===== config.mk =====
export PLATFORM = sky130hd
export DESIGN_NAME = operation_r_bw16
export DESIGN_NICKNAME = d
export VERILOG_FILES = /design/src/rtl/operation_r_bw16_pkg.sv /design/src/rtl/operation_r_bw16_st_edge_detect.sv /design/src/rtl/operation_r_bw16.sv
export SDC_FILE = /design/constraint.sdc
export NUM_CORES = 1
export LEC_CHECK = 0
export CAP_MARGIN = 0
export CORE_MARGIN = 3
export CORE_UTILIZATION = 25
export CTS_CLUSTER_DIAMETER = 150
export DETAILED_ROUTE_END_ITERATION = 16
export GPL_ROUTABILITY_DRIVEN = 0
export SKIP_LAST_GASP = 1
export SYNTH_ARGS = -nofsm -noshare
export SYNTH_HDL_FRONTEND = slang
export SYNTH_SLANG_ARGS = --single-unit

===== constraint.sdc =====
create_clock -name CLK -period 7.29 [get_ports CLK]
set_input_delay 2.187 -clock CLK [delete_from_list [all_inputs] [get_ports CLK]]
set_output_delay 2.187 -clock CLK [all_outputs]
set_load 0.01 [all_outputs]

===== src/rtl/operation_r_bw16_pkg.sv =====
// -----------------------------------------------------------------------------
// operation_r_bw16_pkg
// Shared definitions for the primitive-recursion operator stage:
//   - OPR_BW        : data / counter width in bits
//   - state_t       : FSM state encoding (IDLE=0 .. FINISH=4)
//   - OP_I_LATENCY  : cycles an operation_i h-unit holds its RD low
// -----------------------------------------------------------------------------
package operation_r_bw16_pkg;

    localparam int OPR_BW       = 16;
    localparam int OP_I_LATENCY = 2;

    typedef enum logic [2:0] {
        IDLE      = 3'd0,
        ISSUE     = 3'd1,
        WAIT_ACK  = 3'd2,
        WAIT_DONE = 3'd3,
        FINISH    = 3'd4
    } state_t;

endpackage


===== src/rtl/operation_r_bw16_st_edge_detect.sv =====
// -----------------------------------------------------------------------------
// st_edge_detect
// Rising-edge detector for the ST start input of operation_* blocks.
// Ports:
//   CLK   in  clock
//   RST   in  asynchronous active-high reset
//   ST    in  start level
//   START out high during the cycle in which ST is 1 and was 0 at the last edge
// -----------------------------------------------------------------------------
module st_edge_detect (
    input  logic CLK,
    input  logic RST,
    input  logic ST,
    output logic START
);

    logic st_old_r;

    // Remember the ST level seen at the previous edge; tracks ST in every state.
    always_ff @(posedge CLK or posedge RST) begin
        if (RST) begin
            st_old_r <= 1'b0;
        end else begin
            st_old_r <= ST;
        end
    end

    // A held-high ST yields a single START cycle only.
    assign START = ST & ~st_old_r;

endmodule


===== src/rtl/operation_r_bw16.sv =====
// -----------------------------------------------------------------------------
// operation_r_bw16
// Primitive-recursion operator: f(0,x)=x, f(n+1,x)=h(n, f(n,x), x), where h is
// an external sub-operator driven through the SUB_* handshake.
// Ports:
//   CLK, RST         clock, asynchronous active-high reset
//   ST               start (rising edge launches a run)
//   RD               ready: 0 while busy, 1 when idle / result valid
//   RES              result f(IN0, IN1), valid while RD=1
//   IN0, IN1         recursion count n and base argument x (sampled at start)
//   SUB_ST           one-cycle start pulse to the h-unit
//   SUB_RD, SUB_RES  ready / result from the h-unit
//   SUB_IN0/1/2      index i, accumulator f(i,x), base x to the h-unit
// -----------------------------------------------------------------------------
module operation_r_bw16
    import operation_r_bw16_pkg::*;
#(
    parameter int BW = OPR_BW
) (
    input  logic          CLK,
    input  logic          RST,
    input  logic          ST,
    output logic          RD,
    output logic [BW-1:0] RES,
    input  logic [BW-1:0] IN0,
    input  logic [BW-1:0] IN1,
    output logic          SUB_ST,
    input  logic          SUB_RD,
    input  logic [BW-1:0] SUB_RES,
    output logic [BW-1:0] SUB_IN0,
    output logic [BW-1:0] SUB_IN1,
    output logic [BW-1:0] SUB_IN2
);

    localparam logic [BW-1:0] ZERO_C = {BW{1'b0}};
    localparam logic [BW-1:0] ONE_C  = {{(BW-1){1'b0}}, 1'b1};

    state_t        state_r,   state_s;
    logic [BW-1:0] n_r,       n_s;
    logic [BW-1:0] x_r,       x_s;
    logic [BW-1:0] acc_r,     acc_s;
    logic [BW-1:0] i_r,       i_s;
    logic          rd_r,      rd_s;
    logic [BW-1:0] res_r,     res_s;
    logic          sub_st_r,  sub_st_s;
    logic [BW-1:0] sub_in0_r, sub_in0_s;
    logic [BW-1:0] sub_in1_r, sub_in1_s;
    logic [BW-1:0] sub_in2_r, sub_in2_s;
    logic [BW-1:0] i_inc_s;
    logic          start_s;

    st_edge_detect u_st_edge (
        .CLK   (CLK),
        .RST   (RST),
        .ST    (ST),
        .START (start_s)
    );

    // i never wraps: the run ends when i+1 reaches n, so n = 2^BW-1 is legal.
    assign i_inc_s = i_r + ONE_C;

    // Next-state and next-register logic for the recursion FSM.
    always_comb begin
        state_s   = state_r;
        n_s       = n_r;
        x_s       = x_r;
        acc_s     = acc_r;
        i_s       = i_r;
        rd_s      = rd_r;
        res_s     = res_r;
        sub_st_s  = 1'b0;
        sub_in0_s = sub_in0_r;
        sub_in1_s = sub_in1_r;
        sub_in2_s = sub_in2_r;

        case (state_r)
            IDLE: begin
                if (start_s) begin
                    n_s   = IN0;
                    x_s   = IN1;
                    acc_s = IN1;
                    i_s   = ZERO_C;
                    rd_s  = 1'b0;
                    if (IN0 == ZERO_C) begin
                        state_s = FINISH;
                    end else begin
                        state_s = ISSUE;
                    end
                end else begin
                    state_s = IDLE;
                end
            end
            ISSUE: begin
                sub_in0_s = i_r;
                sub_in1_s = acc_r;
                sub_in2_s = x_r;
                sub_st_s  = 1'b1;
                state_s   = WAIT_ACK;
            end
            WAIT_ACK: begin
                // The h-unit may still show RD=1 on the edge that sees its ST;
                // wait for it to go busy before looking for completion.
                if (!SUB_RD) begin
                    state_s = WAIT_DONE;
                end else begin
                    state_s = WAIT_ACK;
                end
            end
            WAIT_DONE: begin
                if (SUB_RD) begin
                    acc_s = SUB_RES;
                    i_s   = i_inc_s;
                    if (i_inc_s == n_r) begin
                        state_s = FINISH;
                    end else begin
                        state_s = ISSUE;
                    end
                end else begin
                    state_s = WAIT_DONE;
                end
            end
            FINISH: begin
                res_s   = acc_r;
                rd_s    = 1'b1;
                state_s = IDLE;
            end
            default: begin
                rd_s    = 1'b1;
                state_s = IDLE;
            end
        endcase
    end

    // State and datapath registers; reset aborts any run without keeping data.
    always_ff @(posedge CLK or posedge RST) begin
        if (RST) begin
            state_r   <= IDLE;
            n_r       <= ZERO_C;
            x_r       <= ZERO_C;
            acc_r     <= ZERO_C;
            i_r       <= ZERO_C;
            rd_r      <= 1'b1;
            res_r     <= ZERO_C;
            sub_st_r  <= 1'b0;
            sub_in0_r <= ZERO_C;
            sub_in1_r <= ZERO_C;
            sub_in2_r <= ZERO_C;
        end else begin
            state_r   <= state_s;
            n_r       <= n_s;
            x_r       <= x_s;
            acc_r     <= acc_s;
            i_r       <= i_s;
            rd_r      <= rd_s;
            res_r     <= res_s;
            sub_st_r  <= sub_st_s;
            sub_in0_r <= sub_in0_s;
            sub_in1_r <= sub_in1_s;
            sub_in2_r <= sub_in2_s;
        end
    end

    assign RD      = rd_r;
    assign RES     = res_r;
    assign SUB_ST  = sub_st_r;
    assign SUB_IN0 = sub_in0_r;
    assign SUB_IN1 = sub_in1_r;
    assign SUB_IN2 = sub_in2_r;

endmodule


==> results of run 1 <==
-- power by group --
group | internal (mW) | total [mW] | switching (mW)
Clock | 0.492 | 0.873 | 0.382
Combinational | 0.530 | 0.950 | 0.419
Sequential | 1.00 | 1.18 | 0.180
-- sequential cells by signal (all words and copies together), names as in the netlist --
| signal | count |
|---|---|
| RES | 16 |
| SUB_IN0 | 16 |
| SUB_IN1 | 16 |
| SUB_IN2 | 16 |
| acc_r | 16 |
| i_r | 16 |
| n_r | 16 |
| x_r | 16 |
| state_r | 3 |
| RD | 1 |
| SUB_ST | 1 |
| u_st_edge.st_old_r | 1 |
-- cell type report --
class	instances	area (um2)	area share, %
Antenna cell	1	2.502	0.03160
Clock buffer	17	425.4	5.371
Clock inverter	15	182.7	2.306
Inverter	3	16.27	0.2054
Multi-Input combinational cell	311	2354	29.72
Sequential cell	134	3354	42.35
Tap cell	313	391.6	4.945
Timing Repair Buffer	120	1194	15.07
-- cells in the mapped netlist (2+ instances only) --
| cell | n |
|---|---|
| o22ai_1 | 2 |
| a22o_1 | 2 |
| xor2_1 | 10 |
| nand2_1 | 46 |
| mux2_2 | 97 |
| xnor2_1 | 11 |
| clkbuf_1 | 20 |
| nor3_1 | 2 |
| o41ai_1 | 3 |
| nand4_1 | 8 |
| nor4_1 | 7 |
| nand3b_1 | 2 |
| inv_1 | 3 |
| a21oi_1 | 4 |
| nor3b_1 | 4 |
| and2_1 | 3 |
| dfrtp_1 | 133 |
| o31ai_1 | 4 |
| nand3_1 | 9 |
| nor2_1 | 33 |
| and3_1 | 6 |
| buf_2 | 6 |
| a31oi_1 | 19 |
| o21ai_0 | 24 |
-- per-layer routing --
| metal | track usage, % | vias to the layer above | wire length, um | part of all wire [%] |
|---|---|---|---|---|
| li1 | - | 1930 | - | - |
| met1 | 16.40 | 1993 | 6837 | 45 |
| met2 | 19.01 | 99 | 7168 | 47 |
| met3 | 4.159 | 23 | 829 | 5.5 |
| met4 | 5.080 | 2 | 343 | 2.3 |
| met5 | 0 | - | 12 | 0.079 |
-- cell families (layout without fill, tap and decap cells) --
logic type | after synthesis | count (layout) | synth area share, %
AOI/OAI and AO/OA | 62 | 62 | 6.518
xor gates and xnor gates | 21 | 21 | 3.162
adders and majority gates | 1 | 1 | 0.2151
buffers and inverters | 31 | 155 | 2.151
DFF | 134 | 134 | 57.67
muxes | 98 | 98 | 18.95
other | 0 | 1 | 0
and+or+nand+nor | 129 | 129 | 11.34
-- worst max-delay path by stage --
stage / start / end / slack (ns) / depth (start not counted)
floorplan: RST / RES[0] / 1.52 / 1
global placement: ST / i_r[12] / 2.73 / 5
detailed placement: ST / i_r[7] / 2.69 / 5
CTS: ST / i_r[7] / 3.14 / 5
global route: ST / i_r[14] / 2.88 / 5
finish: ST / i_r[7] / 3.13 / 5
-- metrics by stage --
step | util, % | instances | instance area, um2
6_report | 34.77 | 914 | 7920
5_1_grt | 34.76 | 913 | 7918
4_1_cts | 34.76 | 913 | 7918
3_5_place_dp | 32.09 | 881 | 7310
3_3_place_gp | 32.09 | 881 | 7310
2_1_floorplan | - | 476 | 5817
-- worst max-delay path: cells and delay by family --
kind | cells | cell delay (ns)
simple gates | 2 | 1.41
compound gates | 2 | 0.32
buf+inv | 1 | 0.50
==> impl_metrics.csv, run 1 <==
group,metric,value,unit
clocking,clock_latency,0.43,ns
setup_path,crit_arrival,4.45,ns
setup_path,endpoint_kind,"register",
floorplanning,rows,55,
hold_path,hp-class,"register to register",
setup_path,critical-path-slowest-cell,"nand3_2",
sta,slew_viol_final,0,
clocking,post_cts_buffers,0,
routing,drt_wl_total,15190,um
sta,hold_violations,0,
place,post-dp-hpwl,10770,um
routing,drc,0,
floorplanning,ioPinCount,118,
hold_path,hp-start,"x_r[4]",
layout,area_growth,36.16,%
floorplanning,core,22780,um2
setup_path,r2r-start,"state_r[2]",
clocking,cts_buffers,17,
setup_path,slowest_delay,0.75,ns
hold_path,whs_path_depth,1,
sta,finalSetupViolations,0,
floorplanning,fp.dieH,158.5,um
clocking,cts_tree,"done",
layout,drive_gt1_share,23.67,%
synthesis,syn_area,5817,um2
setup_path,worst_r2r_endpoint,"acc_r[4]",
global_routing,grt_max_degree,87,
clocking,holdBufCountCts,0,
status,status,"completed",
sta,skew,0.007493,ns
global_routing,antenna_found_initial,1,
layout,nFillCells,2246,
setup_path,start_kind,"input port",
synthesis,synth-async-reset-ratio,100.0,%
synthesis,synthesis.instances,476,
sta,slew_headroom,33.89,%
setup_path,critPathKind,"input port to register",
routing,drtPass1Iterations,4,
sta,post-route-min-period,4.162,ns
setup_path,crit_chain,"clkdlybuf4s50_1 -> nand3_2 -> and2_1 -> o21ai_0 -> o41ai_1",
synthesis,yosysSeqAreaShare,57.67,%
routing,detail_route.wl_per_cell,16.62,um
synthesis,syn_nets,529,
job,maxCapViolations,0,
synthesis,synthDominantCellAreaShare,57.22,%
global_routing,grt_pass1_wl,23560,um
clocking,path_clk_slew,0.07,ns
sta,worst_pin_slew,0.9906,ns
synthesis,ys_types,42,
place,post-place-ws,2.686,ns
clocking,clockRootBuffer,"clkbuf_16",
sta,hold_slack,0.5059,ns
place,io_buffers,117,
floorplanning,die_area,25130,um2
synthesis,ys_seq_elements,134,
global_routing,overflow,0,
setup_path,r2r_setup_slack,4.44,ns
sta,rsz0062_at_grt,"no",
global_routing,grt_usage,12.49,%
synthesis,synthFlopType,"dfrtp_1",
setup_path,r2r_cells,6,
routing,drtAntennaViolNets,0,
floorplanning,die_w,158.5,um
clocking,cts-resized-gates,0,
layout,nNetsFinal,640,
routing,viasPerCell,4.428,
sta,fin_ws,3.128,ns
routing,vias,4047,
setup_path,required,7.58,ns
floorplanning,floorplan.initialDensity,25.54,%
synthesis,yosysWarnings,0,
clocking,cts_max_level,4,
clocking,clk_path_buf_depth,2,
hold_path,holdPathEnd,"SUB_IN2[4]",
synthesis,ys_top_cells_by_area,"dfrtp_1, mux2_2, nand2_1",
layout,final_common_cell,"dfrtp_1",
routing,drtIter0Drc,282,
synthesis,synth_enable_flop_cells,0,
power_and_ir_drop,p_leak,3.345,nW
setup_path,path_max_fanout,37,
synthesis,synth_largest_area_cell,"dfrtp_1",
power_and_ir_drop,finalPower,3.006,mW
sta,tns,0,ns
synthesis,avgSynthCellArea,12.22,um2
layout,final_cell_mix,"dfrtp_1, clkdlybuf4s50_1, mux2_2",
sta,fmax,0.2403,GHz
sta,fin_crit_sh,57.09,%
power_and_ir_drop,vdd_drop_max,195.9,uV
clocking,cts_num_sinks,134,
global_routing,grt_pass1_vias,4057,
power_and_ir_drop,p_per_area,379.6,nW/um2
Power figures use the tool's default switching activity.
==> run 2, diff against run 1 <==
==> constraint.sdc (replaced) <==
create_clock -name CLK -period 4 [get_ports CLK]
set_input_delay 1.2 -clock CLK [delete_from_list [all_inputs] [get_ports CLK]]
set_output_delay 1.2 -clock CLK [all_outputs]
set_load 0.01 [all_outputs]
==> impl_metrics.csv, run 2 (synthesis gave the netlist of run 1 again) <==
group,metric,value,unit
setup_path,critical-path-slowest-cell,"clkdlybuf4s50_1",
clocking,holdBufCountCts,0,
setup_path,endpoint_kind,"primary output",
setup_path,r2r_setup_slack,1.50,ns
setup_path,path_max_fanout,2,
routing,vias,4041,
setup_path,crit_buf_inv,1,
setup_path,r2r_cells,7,
setup_path,critPathKind,"register to primary output",
layout,area_growth,36.55,%
clocking,cts_max_level,4,
setup_path,start_kind,"register",
clocking,cts_tree,"done",
place,post-dp-hpwl,11130,um
global_routing,grt_pass1_wl,23970,um
layout,instances_no_fill,920,
hold_path,hp-start,"x_r[9]",
routing,viasPerCell,4.392,
clocking,cts-resized-gates,0,
floorplanning,floorplan.initialDensity,25.54,%
global_routing,grt_pass1_vias,4055,
job,maxCapViolations,0,
clocking,cts_buffers,17,
clocking,cts_num_sinks,134,
sta,hold_slack,0.5015,ns
global_routing,antenna_found_initial,1,
clocking,clockRootBuffer,"clkbuf_16",
sta,skew,0.008845,ns
setup_path,r2r-start,"i_r[0]",
setup_path,critPathLaunch,"RD",
setup_path,crit_arrival,1.52,ns
routing,wl_met2,7127,um
global_routing,grt_usage,12.62,%
sta,slew_viol_final,0,
sta,hold_violations,0,
sta,finalSetupViolations,0,
setup_path,endpoint,"RD",
sta,fin_crit_sh,67.92,%
routing,drc,0,
floorplanning,core,22780,um2
floorplanning,ioPinCount,118,
place,place_inst,886,
routing,drtPass1Iterations,5,
routing,wl_met3,879,um
setup_path,required,2.80,ns
sta,rsz0062_at_grt,"no",
hold_path,whs_path_depth,1,
sta,tns,0,ns
place,post-place-ws,0.9152,ns
setup_path,slowest_delay,0.57,ns
routing,met1Wirelength,7054,um
setup_path,worst_r2r_endpoint,"state_r[0]",
sta,post-route-min-period,2.717,ns
floorplanning,die_w,158.5,um
global_routing,overflow,0,
floorplanning,rows,55,
clocking,clock_latency,0.42,ns
layout,final_cell_mix,"dfrtp_1, clkdlybuf4s50_1, mux2_2",
layout,drive_gt1_share,24.30,%
sta,slew_headroom,39.59,%
status,status,"completed",
power_and_ir_drop,p_per_area,685.4,nW/um2
clocking,path_clk_slew,0.06,ns
sta,worst_pin_slew,0.9061,ns
sta,fin_ws,1.283,ns
routing,drt_wl_total,15400,um
power_and_ir_drop,p_leak,3.354,nW
floorplanning,fp.dieH,158.5,um
floorplanning,die_area,25130,um2
setup_path,path_depth,1,
routing,drtAntennaViolNets,0,
routing,detail_route.wl_per_cell,16.73,um
routing,dr.max_layer_used,"met4",
routing,drtIter0Drc,330,
setup_path,crit_chain,"clkdlybuf4s50_1",
power_and_ir_drop,finalPower,5.444,mW
clocking,post_cts_buffers,0,
hold_path,hp-class,"register to register",
power_and_ir_drop,vdd_drop_max,272.5,uV
sta,fmax,0.3681,GHz
setup_path,cp_top_family,"buffers and inverters",
place,io_buffers,117,
layout,final_common_cell,"dfrtp_1",
layout,nNetsFinal,645,
global_routing,grt_max_degree,75,
clocking,clk_path_buf_depth,2,
## run 2: changes by cell type in the layout (fill, tap and decap cells not counted), sizes merged
cell      previous run  this run
buf                  3         8
clkinv               5         2
clkinvlp             0         3
diode                1         2
## run 2: power breakdown
group	switching (mW)	internal [mW]	leakage, nW
clock network	0.661	0.885	0.284
registers	0.325	1.83	1.68
logic	0.772	0.972	1.39
total	1.76	3.69	3.35
## run 2: layout make-up
cell class	instances	area [um2]
fill	2241	14840
clock buffer	17	425.4
inverter	3	15.01
timing repair buffer	125	1244
antenna	2	5.005
multi-input combinational	311	2347
clock inverter	15	160.2
tap	313	391.6
sequential	134	3354
## run 2: layer usage
| metal | vias up | GRT usage (%) |
|---|---|---|
| met2 | 93 | 18.73 |
| met1 | 1984 | 17.20 |
| met3 | 17 | 3.887 |
| met5 | - | 0 |
| li1 | 1947 | - |
| met4 | 0 | 5.080 |
## run 2: stage by stage
step	util (%)	area (um2)
2_1_floorplan	-	5821
3_3_place_gp	32.28	7352
3_5_place_dp	32.28	7352
4_1_cts	34.85	7938
5_1_grt	34.86	7940
6_report	34.87	7943
## run 2: worst min-delay path by stage
stage | slack, ns | end
final | 0.50 | SUB_IN2[9]
after global routing | 0.52 | SUB_IN1[2]
after CTS | 0.50 | SUB_IN2[9]
after detailed placement | 0.49 | SUB_IN2[13]
after global placement | 0.48 | SUB_IN2[8]
after floorplan | 0.47 | SUB_IN2[0]
==> run 3, diff against run 2 <==
==> constraint.sdc (replaced) <==
create_clock -name CLK -period 2.4 [get_ports CLK]
set_input_delay 0.72 -clock CLK [delete_from_list [all_inputs] [get_ports CLK]]
set_output_delay 0.72 -clock CLK [all_outputs]
set_load 0.01 [all_outputs]
==> impl_metrics.csv, run 3 (synthesis gave the netlist of run 1 again) <==
group,metric,value,unit
status,status,"completed",
sta,rsz0062_at_grt,"no",
power_and_ir_drop,p_sw_share,32.44,%
global_routing,grt_max_degree,88,
clocking,clockRootBuffer,"clkbuf_16",
setup_path,critPathKind,"register to register",
sta,hold_slack,0.4984,ns
setup_path,endpoint_kind,"register",
layout,final_common_cell,"dfrtp_1",
hold_path,whs_path_depth,1,
layout,drive_gt1_share,26.53,%
layout,nNetsFinal,662,
sta,hold_violations,0,
place,post-dp-hpwl,11370,um
power_and_ir_drop,p_leak,3.442,nW
sta,fin_crit_sh,93.26,%
clocking,path_clk_slew,0.07,ns
clocking,post_cts_buffers,0,
global_routing,grt_pass1_vias,4248,
clocking,cts_num_sinks,134,
setup_path,r2r_setup_slack,0.16,ns
global_routing,grt_pass1_wl,24590,um
clocking,cts_tree,"done",
clocking,clock_latency,0.42,ns
sta,slew_viol_final,0,
hold_path,hp-start,"x_r[11]",
clocking,cts_max_level,4,
setup_path,worst_r2r_endpoint,"state_r[0]",
setup_path,critical-path-slowest-cell,"or4_1",
setup_path,critPathLaunch,"i_r[1]",
hold_path,hp-class,"register to register",
place,post-place-ws,0.02929,ns
global_routing,grt_usage,12.85,%
floorplanning,die_w,158.5,um
place,io_buffers,117,
layout,nFillCells,2230,
floorplanning,ioPinCount,118,
setup_path,required,2.69,ns
job,maxCapViolations,0,
routing,vias,4144,
setup_path,crit_chain,"ha_4 -> nand3_4 -> or4_1 -> o22ai_1 -> o311a_1 -> nand4_1 -> o2bb2ai_1",
routing,drtPass1Iterations,5,
sta,finalSetupViolations,0,
setup_path,path_max_fanout,8,
routing,drtAntennaViolNets,0,
layout,design_area,8109,um2
sta,skew,0.01009,ns
floorplanning,die_area,25130,um2
routing,drt_wl_total,15810,um
hold_path,holdPathEnd,"SUB_IN2[11]",
sta,tns,0,ns
power_and_ir_drop,p_int,6.226,mW
layout,area_growth,39.41,%
routing,detail_route.wl_per_cell,16.89,um
global_routing,overflow,0,
power_and_ir_drop,p_per_area,1136,nW/um2
sta,worst_pin_slew,0.5099,ns
power_and_ir_drop,vdd_drop_max,530.5,uV
floorplanning,core,22780,um2
setup_path,crit_arrival,2.53,ns
routing,drc,0,
clocking,cts_buffers,17,
routing,drtIter0Drc,227,
power_and_ir_drop,power_frac_seq,39.0,%
power_and_ir_drop,clkPwrFrac,27.9,%
power_and_ir_drop,p_comb_share,33.2,%
floorplanning,floorplan.initialDensity,25.54,%
global_routing,antenna_found_initial,0,
setup_path,slowest_delay,0.62,ns
setup_path,r2r_cells,7,
sta,fmax,0.4468,GHz
setup_path,r2r-start,"i_r[1]",
place,dpl_cell_area,7505,um2
power_and_ir_drop,power_switching,2.989,mW
sta,fin_ws,0.1617,ns
sta,post-route-min-period,2.238,ns
setup_path,start_kind,"register",
layout,final_cell_mix,"dfrtp_1, clkdlybuf4s50_1, mux2_2",
floorplanning,rows,55,
sta,slew_headroom,66.01,%
clocking,clk_path_buf_depth,2,
routing,viasPerCell,4.427,
floorplanning,fp.dieH,158.5,um
## run 3: power by group through the flow
stage	logic [mW]	registers (mW)	clock network (mW)
CTS	3.09	3.59	2.64
global route	3.36	3.70	2.75
finish	3.06	3.59	2.57
global placement	3.06	3.60	0
floorplan	1.65	3.62	0
detailed placement	3.08	3.62	0
## run 3: cell type report
cell class	instances	area [um2]	share of cell area [%]
flip-flops and latches	134	3354	41.37
clock inverters	15	156.4	1.929
repair buffers	142	1396	17.22
multi-input cells	311	2367	29.19
diodes	1	2.502	0.03086
well taps	313	391.6	4.830
clock buffers	17	425.4	5.246
inverters	3	15.01	0.1852
## run 3: what timing repair did
| action | in CTS | in global routing |
|---|---|---|
| hold buffers | 0 | 0 |
| resized for setup | 0 | 3 |
| setup endpoints to repair | 0 | 2 |
## run 3: layer usage
layer,track usage (%),routed length (um),up-vias
li1,-,-,1971
met4,4.875,282,0
met2,19.54,7509,91
met3,3.805,837,15
met1,17.33,7178,2067
met5,0,0,-
## run 3: stage by stage
step	power, mW	std cells	utilization, %
finish	9.215	936	35.60
CTS	9.324	935	35.50
global placement	6.655	903	32.95
floorplan	5.271	476	-
detailed placement	6.700	903	32.95
global route	9.801	935	35.59
## run 3: critical path, delay by kind of cell, from the launching register on
family | cells | cell delay [ns]
flops | 1 | 0.48
fa+ha+maj | 1 | 0.22
simple gates | 3 | 0.91
compound gates | 3 | 0.52
## run 3: worst max-delay path by stage
| stage | slack, ns | endpoint | cells after the start |
|---|---|---|---|
| after floorplan | 0.02 | RES[0] | 1 |
| after global placement | 0.02 | state_r[0] | 6 |
| after detailed placement | 0.03 | state_r[0] | 7 |
| after CTS | 0.009 | state_r[0] | 7 |
| after global routing | 0.005 | state_r[0] | 9 |
| final | 0.16 | state_r[0] | 7 |
